## src/rtl/ws2812b_pkg.sv

```systemverilog
// ws2812b_pkg: types and timing constants shared by the WS2812B receiver and
// transmitter.
//   state_t  - receiver FSM states
//   pixel_t  - one 24-bit pixel word, first bit on the wire in bit 23
//   T0H/T1H/T_BIT/T_RESET_DEFAULT - nominal line timing in clk cycles at 12 MHz
package ws2812b_pkg;

  typedef enum logic [1:0] {
    SYNC = 2'd0,
    IDLE = 2'd1,
    HIGH = 2'd2,
    LOW  = 2'd3
  } state_t;

  typedef logic [23:0] pixel_t;

  localparam int T0H             = 5;
  localparam int T1H             = 10;
  localparam int T_BIT           = 15;
  localparam int T_RESET_DEFAULT = 600;

endpackage

```

## src/rtl/ws2812b_rx_sync.sv

```systemverilog
// ws2812b_sync: two-flop synchronizer for the asynchronous data line plus a
// registered copy used for edge detection.
//   clk, rst_n - clock, asynchronous active-low reset
//   din        - raw serial line
//   s          - synchronized line
//   rise, fall - single-cycle edge indications on s
module ws2812b_sync (
  input  logic clk,
  input  logic rst_n,
  input  logic din,
  output logic s,
  output logic rise,
  output logic fall
);

  logic meta;
  logic s_prev;

  always_ff @(posedge clk or negedge rst_n) begin
    if (!rst_n) begin
      meta   <= 1'b0;
      s      <= 1'b0;
      s_prev <= 1'b0;
    end else begin
      meta   <= din;
      s      <= meta;
      s_prev <= s;
    end
  end

  assign rise = s & ~s_prev;
  assign fall = ~s & s_prev;

endmodule

```

## src/rtl/ws2812b_rx.sv

```systemverilog
// ws2812b_rx: WS2812B receive decoder. Measures high-pulse widths on the
// synchronized line, assembles 24-bit pixels MSB first, counts pixels in a
// frame and detects the latch gap.
//   clk, rst_n   - clock, asynchronous active-low reset
//   serial_in    - WS2812B data line (asynchronous)
//   pixel_data   - last decoded pixel, bit 23 received first
//   pixel_valid  - one-cycle strobe qualifying pixel_data / pixel_index
//   pixel_index  - pixel position in the current frame
//   frame_done   - one-cycle strobe on latch gap after at least one bit
//   error        - one-cycle strobe on any protocol violation
//   fwd_out      - daisy-chain pass-through, only with WS2812B_RX_FWD_EN
//
// state | meaning
// SYNC  | waiting for T_RESET low cycles before trusting the line
// IDLE  | frame boundary, waiting for the first rising edge
// HIGH  | measuring a high pulse
// LOW   | between bits, watching for the latch gap
module ws2812b_rx
  import ws2812b_pkg::*;
#(
  parameter int T_BIT_THRESH = 8,
  parameter int T_MIN_HIGH   = 2,
  parameter int T_MAX_HIGH   = 14,
  parameter int T_RESET      = T_RESET_DEFAULT,
  parameter int PIXELS       = 64,
  parameter int IDX_W        = 6
) (
  input  logic             clk,
  input  logic             rst_n,
  input  logic             serial_in,
  output pixel_t           pixel_data,
  output logic             pixel_valid,
  output logic [IDX_W-1:0] pixel_index,
  output logic             frame_done,
  output logic             error
`ifdef WS2812B_RX_FWD_EN
  ,
  output logic             fwd_out
`endif
);

  // hcnt must hold T_MAX_HIGH+1 so an over-long pulse is seen before leaving HIGH
  localparam int HCNT_W = $clog2(T_MAX_HIGH + 2);
  localparam int LCNT_W = $clog2(T_RESET + 1);
  localparam int PCNT_W = $clog2(PIXELS + 1);

  localparam logic [HCNT_W-1:0] HMAX    = HCNT_W'(T_MAX_HIGH);
  localparam logic [HCNT_W-1:0] HMIN    = HCNT_W'(T_MIN_HIGH);
  localparam logic [HCNT_W-1:0] HTHR    = HCNT_W'(T_BIT_THRESH);
  localparam logic [LCNT_W-1:0] LRST_M1 = LCNT_W'(T_RESET - 1);
  localparam logic [PCNT_W-1:0] PIX_MAX = PCNT_W'(PIXELS);

  logic s, rise, fall;

  ws2812b_sync u_sync (
    .clk  (clk),
    .rst_n(rst_n),
    .din  (serial_in),
    .s    (s),
    .rise (rise),
    .fall (fall)
  );

  state_t            state;
  logic [HCNT_W-1:0] hcnt;
  logic [LCNT_W-1:0] lcnt;
  logic [4:0]        bit_cnt;
  logic [PCNT_W-1:0] pixel_cnt;
  pixel_t            shreg;
  logic              full;

  always_ff @(posedge clk or negedge rst_n) begin
    if (!rst_n) begin
      state       <= SYNC;
      hcnt        <= '0;
      lcnt        <= '0;
      bit_cnt     <= '0;
      pixel_cnt   <= '0;
      shreg       <= '0;
      full        <= 1'b0;
      pixel_data  <= '0;
      pixel_valid <= 1'b0;
      pixel_index <= '0;
      frame_done  <= 1'b0;
      error       <= 1'b0;
    end else begin
      pixel_valid <= 1'b0;
      frame_done  <= 1'b0;
      error       <= 1'b0;
      full        <= 1'b0;

      // Pixel completion runs the cycle after the 24th bit shifted in.
      if (full) begin
        bit_cnt <= '0;
        if (pixel_cnt < PIX_MAX) begin
          pixel_data  <= shreg;
          pixel_index <= pixel_cnt[IDX_W-1:0];
          pixel_valid <= 1'b1;
          pixel_cnt   <= pixel_cnt + 1'b1;
        end else begin
          error <= 1'b1;
        end
      end

      // Error assignments below also drop pixel_valid so an error always wins.
      case (state)
        SYNC: begin
          if (s) begin
            lcnt <= '0;
          end else if (lcnt == LRST_M1) begin
            lcnt  <= '0;
            state <= IDLE;
          end else begin
            lcnt <= lcnt + 1'b1;
          end
        end

        IDLE: begin
          bit_cnt   <= '0;
          pixel_cnt <= '0;
          if (rise) begin
            hcnt  <= HCNT_W'(1);
            state <= HIGH;
          end
        end

        HIGH: begin
          if (hcnt > HMAX) begin
            error       <= 1'b1;
            pixel_valid <= 1'b0;
            lcnt        <= '0;
            state       <= SYNC;
          end else if (fall) begin
            if (hcnt < HMIN) begin
              error       <= 1'b1;
              pixel_valid <= 1'b0;
              lcnt        <= '0;
              state       <= SYNC;
            end else begin
              shreg   <= {shreg[22:0], (hcnt >= HTHR)};
              bit_cnt <= bit_cnt + 1'b1;
              full    <= (bit_cnt == 5'd23);
              lcnt    <= LCNT_W'(1);
              state   <= LOW;
            end
          end else begin
            // bounded by the HMAX exit above, so no wrap
            hcnt <= hcnt + 1'b1;
          end
        end

        LOW: begin
          if (rise) begin
            hcnt  <= HCNT_W'(1);
            state <= HIGH;
          end else if (lcnt == LRST_M1) begin
            frame_done <= 1'b1;
            lcnt       <= '0;
            state      <= IDLE;
            if (bit_cnt != '0) begin
              error       <= 1'b1;
              pixel_valid <= 1'b0;
            end
          end else begin
            lcnt <= lcnt + 1'b1;
          end
        end

        default: state <= SYNC;
      endcase
    end
  end

`ifdef WS2812B_RX_FWD_EN
  // Gate opens once pixel 0 of this frame has been strobed, so the next board
  // in the chain sees only the pixels beyond the first.
  logic fwd_gate;

  always_ff @(posedge clk or negedge rst_n) begin
    if (!rst_n) begin
      fwd_gate <= 1'b0;
      fwd_out  <= 1'b0;
    end else begin
      fwd_out <= s & fwd_gate;
      if (frame_done || error || (state == SYNC))
        fwd_gate <= 1'b0;
      else if (pixel_valid && (pixel_index == '0))
        fwd_gate <= 1'b1;
    end
  end
`endif

endmodule

```

## config.mk

```make
export PLATFORM = sky130hd
export DESIGN_NAME = ws2812b_rx
export DESIGN_NICKNAME = d
export VERILOG_FILES = /design/src/rtl/ws2812b_pkg.sv /design/src/rtl/ws2812b_rx_sync.sv /design/src/rtl/ws2812b_rx.sv
export SDC_FILE = /design/constraint.sdc
export NUM_CORES = 1
export LEC_CHECK = 0
export CORE_AREA = 2 2 98 100
export DETAILED_ROUTE_END_ITERATION = 6
export DIE_AREA = 0 0 100 102
export PLACE_DENSITY = 0.64
export SLEW_MARGIN = 20
export SYNTH_ARGS = -nofsm -noshare
export SYNTH_HDL_FRONTEND = slang
export SYNTH_SLANG_ARGS = --single-unit
```

## constraint.sdc

```tcl
create_clock -name clk -period 2.6 [get_ports clk]
set_input_delay 0.26 -clock clk [delete_from_list [all_inputs] [get_ports clk]]
set_output_delay 0.26 -clock clk [all_outputs]
set_load 0.01 [all_outputs]
```

==> summary.txt <==
status -> complete, no violations
Sink Count -> 89
post_cts resized -> 0
headroom to the max-slew limit -> 57.9%
Syn-to-layout area delta -> 16.5%
register area share after synthesis -> 55.1%
largest net degree at the start of global routing -> 48
Final Core Density -> 51.7%
Cells after DPL -> 521
WL per Instance -> 14.3 um
Distinct cells, synth -> 57
Routed Antenna Nets -> 0
Starting Density -> 44.4%
Total Routed Length -> 7.69 mm
DR pass1 iterations -> 4
initial antenna violation count -> 0
global-route wire length before repair -> 13.2 mm
hold slack -> 0.333 ns
f_max -> 441 MHz
Via Count -> 2,914
crit path time final -> 2.27 ns
top-count cell post-synth -> nand2_1
crit-path max FO -> 24
core region area -> 9110 um2
DRC viols -> 0
Die ar. -> 10,200 um2
Power Dens Cells -> 504 nW/um2
std cell rows -> 35
Synth top area share -> 55.1%
Max VDD drop -> 0.000215 V
final setup fails -> 0
pins over their slew limit -> 0
# Post-CTS Setup Buffers -> 0
setup TNS -> 0 ns
Max Used Layer -> met4
Mapped Cells -> 386
synth top area cells -> dfrtp_1 55%, nand2_1 9.7%, mux2_2 7.2%
die span in x -> 100 um
CTS root buffer -> clkbuf_8
DP Wirelength -> 5.07 mm
Setup CP Type -> flip-flop to flip-flop
Final period util -> 87.3%
Clock Skew -> 0.0157 ns
DRT iter0 DRCs -> 151
hold_buf cts -> 1
worst hold path class -> input port to flip-flop
Ant. Diodes -> 0
H-Tree Depth -> 3
post-synth net total -> 400
RSZ-0062 raised after global routing -> no
Worst setup SP type -> flip-flop
Congestion Overflow GR -> 0
Fillers -> 838
LEAKAGE -> 0.00229 uW
async set-or-reset flop fraction in the synthesized netlist -> 100%
Buffers on Ports -> 35
Final Non-Filler Cells -> 538
Yosys reg bits -> 89
warning count from the yosys run -> 0
WP data arrival -> 2.51 ns
Max Cap Viol -> 0
Fin. Hold Viols -> 0
worst reg2reg path depth -> 6
GRT Util Overall -> 16.2%
Final #Nets -> 436
EDFF count, synth -> 0
max incr delay on CP -> 0.49 ns
Longest Clk Path Bufs -> 2
fraction of layout cells with a size suffix above 1 -> 13.3%
Hold Path Depth -> 1
Metal-1 WL -> 3.78 mm
CP Cell Sequence -> inv_1 -> ha_1 -> nand3_1 -> nor2_2 -> buf_4 -> mux2_2
Worst path slowest cell -> ha_1
metal2 WL -> 3.46 mm
Die H -> 102 um
required time of the critical path -> 2.84 ns
CTS clk-pin slew, worst paths -> 0.10 ns
clk_lat worst skew -> 0.36 ns
GPL Wtd Cong -> 0.879
Num CTS Buffers -> 9
Avg Cell Area, Syn -> 10.5 um2
# IOs -> 36
vias in the first global route -> 2,787
CTS tree -> built
Yosys top cell by area -> dfrtp_1
Worst-Margin Slew -> 0.627 ns
synthesized cell area -> 4040 um2
element type at the critical path end -> flip-flop
DR vias/cell -> 5.42
met3 WL post-DR -> 354 um
ys flop type -> dfrtp_1
commonest cells in the netlist -> 104 x nand2_1, 89 x dfrtp_1, 26 x mux2_2
[per-stage QoR]
stage	instance area [um2]	power (uW)	worst slack, ns
3_3_place_gp	4500	1480	0.390
2_1_floorplan	4040	1440	0.571
6_report	4710	2380	0.331
3_5_place_dp	4500	1480	0.345
5_1_grt	4710	2480	0.126
4_1_cts	4710	2410	0.318
[cells by family after synthesis]
kind of cell    Yosys count  synth area share (%)
flops                    89                  55.1
xor+xnor                  5                  1.08
compound gates           54                  9.96
buf+inv                  27                  3.16
mux                      28                  7.74
fa+ha+maj                11                  3.40
simple gates            172                  19.6
[flip-flops by register name (all words and copies together) (netlist names)]
| signal | flops |
|---|---|
| pixel_data | 24 |
| u_sync.meta | 1 |
| state | 2 |
| shreg | 24 |
| hcnt | 4 |
| u_sync.s | 1 |
| pixel_valid | 1 |
| bit_cnt | 5 |
| full | 1 |
| pixel_index | 6 |
| pixel_cnt | 7 |
| error | 1 |
| lcnt | 10 |
| frame_done | 1 |
| u_sync.s_prev | 1 |
[worst paths after layout]
kind	slack (ns)	startpoint	endpoint
max in group asynchronous	1.50	rst_n	pixel_data[8]
worst min register to register	0.36	u_sync.meta	u_sync.s
worst max-delay path	0.33	state[0]	shreg[7]
worst min-delay path	0.33	serial_in	u_sync.meta
min in group asynchronous	0.45	rst_n	pixel_index[3]
worst max register to register	0.33	state[0]	shreg[7]
[cell usage in the layout, fill, tap and decap left out, types with 7 or more instances in the layout]
cell / instances
mux2_2: 26
inv_1: 10
nand2_1: 104
a22o_1: 7
dfrtp_1: 89
a21oi_1: 7
ha_1: 11
clkdlybuf4s50_1: 34
o21ai_0: 10
clkbuf_8: 9
nor2_1: 18
[critical path, delay by kind of cell (launching register included)]
family	cells	cell delay, ns
adders and majority gates	1	0.49
buffers and inverters	2	0.43
DFF	1	0.44
muxes	1	0.38
and+or+nand+nor	2	0.40
[routing by layer]
layer  vias to the layer above  global-route usage [%]
met5                         -                       0
li1                       1412                       -
met4                         0                    5.80
met3                         9                    3.69
met1                      1423                    22.2
met2                        70                    25.6
[cell type report]
class | count | area (um2) | share of cell area [%]
flip-flops and latches | 89 | 2230 | 47.3
clock buffers | 9 | 124 | 2.63
clock inverters | 7 | 72.6 | 1.54
well taps | 111 | 139 | 2.95
inverters | 10 | 37.5 | 0.797
repair buffers | 42 | 415 | 8.82
multi-input cells | 270 | 1690 | 36.0
[power by group]
| part | internal [uW] | switching, uW |
|---|---|---|
| clock | 375 | 546 |
| sequential | 1390 | 7.23 |
| combinational | 17.2 | 40.4 |
| total | 1780 | 594 |
Power figures use the tool's default switching activity.
